[src/rtl/tone_meter_pkg.sv]
// Shared types and default constants for the tone period meter.
//   state_t            : measurement FSM states
//   CLK_HZ             : nominal system clock frequency
//   DEF_FILT_CYCLES    : default glitch-filter stability length
//   DEF_TIMEOUT_CYCLES : default no-edge timeout (10 ms at 27 MHz)
package tone_meter_pkg;

  typedef enum logic {
    IDLE    = 1'b0,
    MEASURE = 1'b1
  } state_t;

  localparam int unsigned CLK_HZ             = 27_000_000;
  localparam int unsigned DEF_FILT_CYCLES    = 16;
  localparam int unsigned DEF_TIMEOUT_CYCLES = 270_000;

endpackage

[src/rtl/glitch_filter.sv]
// Input conditioning for the tone pin: 2-FF synchronizer, stability filter
// and a registered one-cycle rising-edge strobe.
//   clk, rst_n : clock, asynchronous active-low reset
//   din        : raw asynchronous input
//   level      : filtered level
//   rise       : one-cycle strobe after each accepted 0->1 change of level
module glitch_filter
  import tone_meter_pkg::*;
#(
  parameter int unsigned FILT_CYCLES = DEF_FILT_CYCLES
) (
  input  logic clk,
  input  logic rst_n,
  input  logic din,
  output logic level,
  output logic rise
);

  localparam int unsigned CW = (FILT_CYCLES > 1) ? $clog2(FILT_CYCLES) : 1;
  localparam logic [CW-1:0] CNT_LAST = CW'(FILT_CYCLES - 1);

  logic          sync1;
  logic          sync2;
  logic          level_d;
  logic [CW-1:0] cnt;

  always_ff @(posedge clk or negedge rst_n) begin
    if (!rst_n) begin
      sync1 <= 1'b0;
      sync2 <= 1'b0;
    end else begin
      sync1 <= din;
      sync2 <= sync1;
    end
  end

  // The count only runs while the synced value disagrees with the accepted
  // level; any return to agreement restarts it, so only an unbroken run of
  // FILT_CYCLES differing cycles flips the level.
  always_ff @(posedge clk or negedge rst_n) begin
    if (!rst_n) begin
      level <= 1'b0;
      cnt   <= '0;
    end else if (sync2 != level) begin
      if (cnt == CNT_LAST) begin
        level <= sync2;
        cnt   <= '0;
      end else begin
        cnt <= cnt + CW'(1);
      end
    end else begin
      cnt <= '0;
    end
  end

  always_ff @(posedge clk or negedge rst_n) begin
    if (!rst_n) begin
      level_d <= 1'b0;
      rise    <= 1'b0;
    end else begin
      level_d <= level;
      rise    <= level & ~level_d;
    end
  end

endmodule

[src/rtl/tone_period_meter.sv]
// Measures the period of a square-wave tone in clk cycles and shows the
// result on active-low LEDs.
//   clk, rst_n   : 27 MHz clock, asynchronous active-low reset
//   tone_in      : raw tone input pin
//   btn1         : active-low freeze button (holds the displayed result)
//   period       : last measured period in clk cycles
//   period_valid : one-cycle pulse when period updates
//   tone_present : high while periodic edges keep arriving
//   led          : active-low LEDs {btn1, ~tone_present, ~period slice}
module tone_period_meter
  import tone_meter_pkg::*;
#(
  parameter int unsigned FILT_CYCLES    = DEF_FILT_CYCLES,
  parameter int unsigned TIMEOUT_CYCLES = DEF_TIMEOUT_CYCLES,
  parameter int unsigned PERIOD_W       = 20,
  parameter int unsigned LED_SHIFT      = 13
) (
  input  logic                clk,
  input  logic                rst_n,
  input  logic                tone_in,
  input  logic                btn1,
  output logic [PERIOD_W-1:0] period,
  output logic                period_valid,
  output logic                tone_present,
  output logic [5:0]          led
);

  localparam logic [PERIOD_W-1:0] TIMEOUT = PERIOD_W'(TIMEOUT_CYCLES);
  localparam logic [PERIOD_W-1:0] ONE     = PERIOD_W'(1);

  logic [1:0]          rst_pipe;
  logic                rst_i;
  logic [1:0]          btn_pipe;
  logic                frozen;
  logic                rise;
  logic                level;

  state_t              state;
  state_t              state_n;
  logic [PERIOD_W-1:0] cnt;
  logic [PERIOD_W-1:0] cnt_n;
  logic                capture;
  logic                present_n;

  // Assertion clears everything at once; release reaches the core only
  // after two clock edges so all flops leave reset on the same edge.
  always_ff @(posedge clk or negedge rst_n) begin
    if (!rst_n) begin
      rst_pipe <= '0;
    end else begin
      rst_pipe <= {rst_pipe[0], 1'b1};
    end
  end
  assign rst_i = rst_pipe[1];

  always_ff @(posedge clk or negedge rst_i) begin
    if (!rst_i) begin
      btn_pipe <= '1;
    end else begin
      btn_pipe <= {btn_pipe[0], btn1};
    end
  end
  assign frozen = ~btn_pipe[1];

  glitch_filter #(
    .FILT_CYCLES (FILT_CYCLES)
  ) u_filter (
    .clk   (clk),
    .rst_n (rst_i),
    .din   (tone_in),
    .level (level),
    .rise  (rise)
  );

  // cnt holds the cycles elapsed since the last accepted rise: it restarts
  // at 1 on the cycle after a rise, so on the next rise it equals the period.
  // A rise on the cycle cnt reaches TIMEOUT is therefore still a valid period.
  always_comb begin
    state_n   = state;
    cnt_n     = cnt;
    capture   = 1'b0;
    present_n = tone_present;
    unique case (state)
      IDLE: begin
        present_n = 1'b0;
        cnt_n     = '0;
        if (rise) begin
          state_n = MEASURE;
          cnt_n   = ONE;
        end
      end
      MEASURE: begin
        if (rise) begin
          capture   = 1'b1;
          present_n = 1'b1;
          cnt_n     = ONE;
        end else if (cnt >= TIMEOUT) begin
          state_n   = IDLE;
          present_n = 1'b0;
        end else if (cnt != '1) begin
          cnt_n = cnt + ONE;
        end
      end
      default: begin
        state_n   = IDLE;
        present_n = 1'b0;
        cnt_n     = '0;
      end
    endcase
  end

  always_ff @(posedge clk or negedge rst_i) begin
    if (!rst_i) begin
      state        <= IDLE;
      cnt          <= '0;
      tone_present <= 1'b0;
      period_valid <= 1'b0;
      period       <= '0;
    end else begin
      state        <= state_n;
      cnt          <= cnt_n;
      tone_present <= present_n;
      period_valid <= capture & ~frozen;
      if (capture && !frozen) begin
        period <= cnt;
      end
    end
  end

  assign led = {btn1, ~tone_present, ~period[LED_SHIFT+3:LED_SHIFT]};

endmodule

[config.mk]
export PLATFORM = sky130hd
export DESIGN_NAME = tone_period_meter
export DESIGN_NICKNAME = d
export VERILOG_FILES = /design/src/rtl/tone_meter_pkg.sv /design/src/rtl/glitch_filter.sv /design/src/rtl/tone_period_meter.sv
export SDC_FILE = /design/constraint.sdc
export NUM_CORES = 1
export LEC_CHECK = 0
export ABC_AREA = 1
export CORE_MARGIN = 2
export CORE_UTILIZATION = 30
export DETAILED_ROUTE_END_ITERATION = 10
export PLACE_DENSITY = 0.48
export SLEW_MARGIN = 20
export SYNTH_ARGS = -nofsm -noshare
export SYNTH_HDL_FRONTEND = slang
export SYNTH_SLANG_ARGS = --single-unit
[constraint.sdc]
create_clock -name clk -period 2.2 [get_ports clk]
set_clock_uncertainty 0.2 [all_clocks]
set_input_delay 0.44 -clock clk [delete_from_list [all_inputs] [get_ports clk]]
set_output_delay 0.44 -clock clk [all_outputs]
set_load 0.1 [all_outputs]
==> flow_metrics.tcl, run 1 <==
set metrics [dict create \
    path_clk_slew_ns 0.11 \
    yosys.cell_types.count 29 \
    boundaryPins 32 \
    area_growth_pct 24.7 \
    cts_hold_buf 0 \
    syn_nets 337 \
    slew_viol_final 0 \
    drive_gt1_frac 0.179 \
    diodes 0 \
    rows 34 \
    yosys.area.top_type "dfrtp_1" \
    maxCapViolations 0 \
    die_x_um 98.5 \
    place_congestion 0.810 \
    dp_cells 464 \
    hp-class "reg2async" \
    drc 0 \
    ys_warn_count 0 \
    grt_pass1_wl_um 9970 \
    required_ns 2.24 \
    die_h_um 98.5 \
    seq_area_frac_synth 0.524 \
    detail-route-antenna-nets 0 \
    gr-usage-met2 0.196 \
    port_buffers 31 \
    grt_pass1_vias 2076 \
    critPathArrivalTime_ns 1.86 \
    layout.nets 370 \
    insertion_delay_ns 0.31 \
    drt_iter0_markers 95 \
    critPathLaunchType "register" \
    multi_input_area_um2 1060 \
    dp_hpwl_um 4090 \
    crit_top_cell "nand2_1" \
    core-area_um2 8680 \
    hold_viol 0 \
    outcome "completed" \
    worst_setup_path_end_kind "register" \
    vias 2123 \
    initial_core_util 0.309 \
    dieArea_um2 9710 \
    cts_tree "done" \
    critPathMaxStageDelay_ns 0.44 \
    syn_area_um2 2680 \
    grtUsageTotal 0.126 \
    grt_max_degree 55 \
    tns_ns 0 \
    p_per_area_nw_per_um2 542 \
    hold_slack_ns 0.0659 \
    grt.busiest_layer "met2" \
    syn_avg_cell_area_um2 8.13 \
    antenna_found_initial 0 \
    cts_setup_buffers 0 \
    drt-pass1-iter-count 4 \
    rsz0062_at_grt "no" \
    peakVddDrop_uv 296 \
    worstPathCellList "ha_1, nand2_1, nor2_4, nand3_1, nor2_1, nand3_1, nand2_1, nand2_1, nor2_1" \
    synth_top_cell_area_share 0.504 \
    met1_usage 0.176 \
    routed_via_density 4.50 \
    htree_levels 2 \
    fmax_ghz 0.551 \
    fillers 895 \
    synth_seq_cells 56 \
    critPathMaxFanout 8 \
    ctsRootBufferMaster "clkbuf_8" \
    routed_wl_um 5690 \
    period_minus_slack_ns 1.82 \
    synth_area_leaders "dfrtp_1 (50%), nand2_1 (12%), inv_1 (5.6%), nand3_1 (5.6%), nor2_1 (5.2%)" \
    critPathKind "reg2reg" \
    cts_buffers 5 \
    setup_viol 0 \
    fin_cells 472 \
    syn_inst 330 \
    grt_util_met3 0.0277 \
    clkSinkCount 56 \
    cts_buffer_depth 2 \
    post_dp_cell_area_um2 3220 \
    avgRoutedWirePerCell_um 12.1 \
    slowest_stage "dfrtp_1" \
    grt.overflow.total 0 \
    register_area_um2 1410 \
    design_area_um2 3340 \
    post-route-period-util 0.825 \
    leakage_nw 1.51 \
]
## worst paths after layout
kind / start / end / slack, ns / depth (start not counted)
min: rst_pipe[1]$_DFF_PN0_ / cnt[17]$_DFFE_PN0P_ / 0.07 / 1
min reg2reg: rst_pipe[1]$_DFF_PN0_ / cnt[17]$_DFFE_PN0P_ / 0.07 / 1
min in group clk: u_filter.sync1$_DFF_PN0_ / u_filter.sync2$_DFF_PN0_ / 0.16 / 0
max reg2reg: cnt[0]$_DFFE_PN0P_ / cnt[14]$_DFFE_PN0P_ / 0.38 / 9
max in group asynchronous: rst_pipe[1]$_DFF_PN0_ / btn_pipe[0]$_DFF_PN1_ / 1.45 / 1
max: cnt[0]$_DFFE_PN0P_ / cnt[14]$_DFFE_PN0P_ / 0.38 / 9
## layer usage
metal | share of wire | vias up | wire [um]
met5 | 0 | - | 0
met4 | 0.013 | 0 | 72
met3 | 0.041 | 6 | 235
met2 | 0.44 | 40 | 2510
met1 | 0.50 | 969 | 2870
li1 | - | 1108 | -
## cell families (layout without fill, tap and decap cells)
group | count (synthesis) | count (layout) | synth area share
AOI/OAI and AO/OA | 33 | 33 | 0.0630
xor gates and xnor gates | 5 | 5 | 0.0163
adders and majority gates | 3 | 3 | 0.0140
buffers and inverters | 52 | 86 | 0.0826
DFF | 56 | 56 | 0.524
other | 1 | 1 | 0.00140
and+or+nand+nor | 180 | 180 | 0.299
## flip-flops by register name (all words and copies together), names as in the netlist, 2 cells and up
signal        cells
cnt              20
rst_pipe          2
period           20
u_filter.cnt      4
btn_pipe          2
## critical path, delay by kind of cell, from the launching register on
kind / cells / cell delay, ns
flip-flops: 1 / 0.44
AND/OR/NAND/NOR: 8 / 0.92
adder cells (fa/ha/maj): 1 / 0.19
## power by group
group	leakage (nW)	total (W)	internal, W	switching (W)
Sequential	0.755	0.00105	0.00104	0.00000704
Clock	0.0583	0.000698	0.000344	0.000354
Combinational	0.701	0.0000640	0.0000203	0.0000436
## metrics by stage
| stage | total power (W) | util | worst slack [ns] |
|---|---|---|---|
| CTS | 0.00185 | 0.385 | 0.276 |
| floorplan | 0.00111 | - | 0.205 |
| detailed placement | 0.00114 | 0.371 | 0.292 |
| finish | 0.00181 | 0.385 | 0.385 |
| global route | 0.00190 | 0.385 | 0.100 |
| global placement | 0.00114 | 0.371 | 0.390 |
## area by class of cell
class | instances | area share
inverter | 42 | 0.0535
clock buffer | 5 | 0.0206
multi-input combinational | 222 | 0.317
sequential | 56 | 0.422
tap | 108 | 0.0404
timing repair buffer | 36 | 0.132
clock inverter | 3 | 0.0142
## Yosys cell counts
cell type	n
a21oi_1	3
buf_1	1
buf_2	1
buf_4	1
buf_6	1
buf_8	1
clkbuf_1	5
conb_1	1
dfrtp_1	54
dfstp_2	2
ha_1	3
inv_1	40
inv_2	1
inv_4	1
nand2_1	87
nand2_4	2
nand3_1	30
nand3_4	1
nand4_1	14
nor2_1	37
nor2_2	4
nor2_4	1
nor3_1	2
nor4_1	2
o21ai_0	21
o21ai_1	8
o21ai_2	1
xnor2_1	2
xor2_1	3
## cell usage in the layout (no fill, tap or decap), types with 5 or more instances in the layout
cell,instances
buf_12,13
inv_1,35
nand4_1,14
nand2_1,87
nor2_1,37
o21ai_1,8
o21ai_0,21
clkinvlp_4,5
nand3_1,30
buf_4,20
dfrtp_1,48
clkbuf_8,5
dfrtp_2,6
## what timing repair did
| item | 4_1_cts | 5_1_grt |
|---|---|---|
| endpoints found under the hold margin | 0 | 0 |
| gates resized for setup | 0 | 1 |
| setup endpoints to repair | 0 | 1 |
No activity file was read; power rests on OpenSTA's default activity.
==> inputs of run 2 (changes only) <==
Settings changed: PLACE_DENSITY 0.48 to 0.5.
Clock period 2.2 ns to 1.49 ns, I/O delays scaled along.
==> run 2 against run 1 <==
  * The run now ends with setup timing left
  * Via count rose by 15%
  * Non-clock buffer count rose by 62
  * Register-to-register slack got worse by 0.54 ns
  * Sequential power rose by 48%
==> flow_metrics.tcl, run 2 (same netlist as run 1, synthesis figures left out) <==
set metrics [dict create \
    finalPower_w 0.00255 \
    htree_levels 2 \
    rsz0062_at_grt "yes" \
    insertion_delay_ns 0.31 \
    critPathKind "reg2reg" \
    post-route-period-util 1.11 \
    drt_iter0_markers 117 \
    path_clk_slew_ns 0.10 \
    slew_viol_final 0 \
    violations "setup timing" \
    grt_max_degree 55 \
    avgRoutedWirePerCell_um 12.4 \
    core-area_um2 8680 \
    boundaryPins 32 \
    fillers 839 \
    rows 34 \
    die_x_um 98.5 \
    hold_viol 0 \
    drt-pass1-iter-count 5 \
    vias 2435 \
    critPathArrivalTime_ns 1.65 \
    dieArea_um2 9710 \
    worstReg2RegStart "cnt[0]$_DFFE_PN0P_" \
    path_buf_inv 1 \
    ctsRootBufferMaster "clkbuf_8" \
    diodes 0 \
    drc 0 \
    cts_tree "done" \
    cts_buffers 5 \
    layout.nets 433 \
    area_growth_pct 59.6 \
    dp_hpwl_um 4790 \
    hp-class "reg2async" \
    p_per_area_nw_per_um2 595 \
    fmax_ghz 0.607 \
    setup_viol 31 \
    antenna_found_initial 0 \
    hold_slack_ns 0.0588 \
    mostFrequentLayoutCells "nand2_1 (68), buf_4 (60), dfrtp_1 (44)" \
    fin_ws_ns -0.158 \
    final_common_cell "nand2_1" \
    detail-route-antenna-nets 0 \
    critPathMaxFanout 6 \
    maxCapViolations 0 \
    reg2reg_slack_ns -0.16 \
    critPathTopFamily "simple AND/OR/NAND/NOR gates" \
    worstPathCellList "ha_2, nand2_2, nor2_4, buf_4, nand4_1, nand2_1, nor2_1, nand3_1, nand2_1" \
    place_congestion 0.859 \
    slowest_stage "dfrtp_1" \
    leakage_nw 1.92 \
    grtUsageTotal 0.141 \
    clkSinkCount 56 \
    critPathMaxStageDelay_ns 0.41 \
    register_area_um2 1430 \
    routed_via_density 4.55 \
    drive_gt1_frac 0.429 \
    r2r_end "cnt[12]$_DFFE_PN0P_" \
    crit_top_cell "nand2_1" \
    peakVddDrop_uv 367 \
    grt_pass1_wl_um 11300 \
    ff2ff_path_depth 9 \
    worst_setup_path_end_kind "register" \
    grt.overflow.total 0 \
    required_ns 1.49 \
    grt_pass1_vias 2386 \
    critPathLaunchType "register" \
    cts_buffer_depth 2 \
    routed_wl_um 6650 \
    period_minus_slack_ns 1.65 \
    multi_input_area_um2 1270 \
    port_buffers 31 \
    die_h_um 98.5 \
    outcome "finished, violations left" \
    top_regs "cnt (20), period (20), u_filter.cnt (4)" \
    initial_core_util 0.309 \
    fin_util 0.493 \
]
run 2: cell types whose count changed in the layout (fill, tap and decap cells not counted), moves of 5 or more:
cell,previous run,this run
buf_12,13,31
buf_4,20,60
dfrtp_4,0,5
inv_1,35,29
inv_2,1,6
nand2_1,87,68
nand2_2,0,14
nand3_1,30,23
nand3_2,0,7
nor2_1,37,25
nor2_2,3,9
nor2_4,2,8
run 2: repair_timing:
item | CTS | global route
hold buffers | 1 | 0
hold endpoints to repair | 2 | 0
gates cloned | 0 | 1
resized for setup | 22 | 42
endpoints found under the setup margin | 32 | 31
pin swaps | 15 | 13
buffers inserted | 7 | 13
run 2: power breakdown:
| part | internal (W) | switching (W) |
|---|---|---|
| registers | 0.00154 | 0.0000101 |
| clock network | 0.000373 | 0.000508 |
| logic | 0.0000425 | 0.0000735 |
run 2: final cells by class:
class	instances	area share
flip-flops and latches	56	0.334
clock buffers	6	0.0193
clock inverters	2	0.00234
well taps	108	0.0316
inverters	42	0.0459
multi-input cells	222	0.297
repair buffers	98	0.267
repair inverters	1	0.00263
run 2: through the flow:
| stage | worst slack, ns | instance area (um2) | TNS (ns) | instances |
|---|---|---|---|---|
| finish | -0.158 | 4280 | -2.68 | 535 |
| global route | -0.269 | 4280 | -4.88 | 535 |
| CTS | -0.135 | 4030 | -2.37 | 521 |
| detailed placement | -0.171 | 3810 | -1.77 | 505 |
| global placement | -0.132 | 3810 | -1.42 | 505 |
| floorplan | -0.195 | 2770 | -1.98 | 330 |
run 2: metal layers:
| layer | up-vias | part of all wire | GRT usage |
|---|---|---|---|
| met5 | - | 0 | 0 |
| li1 | 1245 | - | - |
| met1 | 1110 | 0.48 | 0.196 |
| met2 | 69 | 0.46 | 0.230 |
| met3 | 11 | 0.042 | 0.0248 |
| met4 | 0 | 0.015 | 0.0369 |
run 2: worst max path at each step:
stage                                  start                  endpoint  cells past startpoint
floorplan           tone_present$_DFFE_PN0P_  tone_present$_DFFE_PN0P_                      2
finish                    cnt[0]$_DFFE_PN0P_       cnt[12]$_DFFE_PN0P_                      9
detailed placement        cnt[0]$_DFFE_PN0P_       cnt[14]$_DFFE_PN0P_                      8
CTS                       cnt[0]$_DFFE_PN0P_       cnt[14]$_DFFE_PN0P_                      9
global placement          cnt[1]$_DFFE_PN0P_       cnt[14]$_DFFE_PN0P_                      9
global route              cnt[0]$_DFFE_PN0P_       cnt[12]$_DFFE_PN0P_                      9
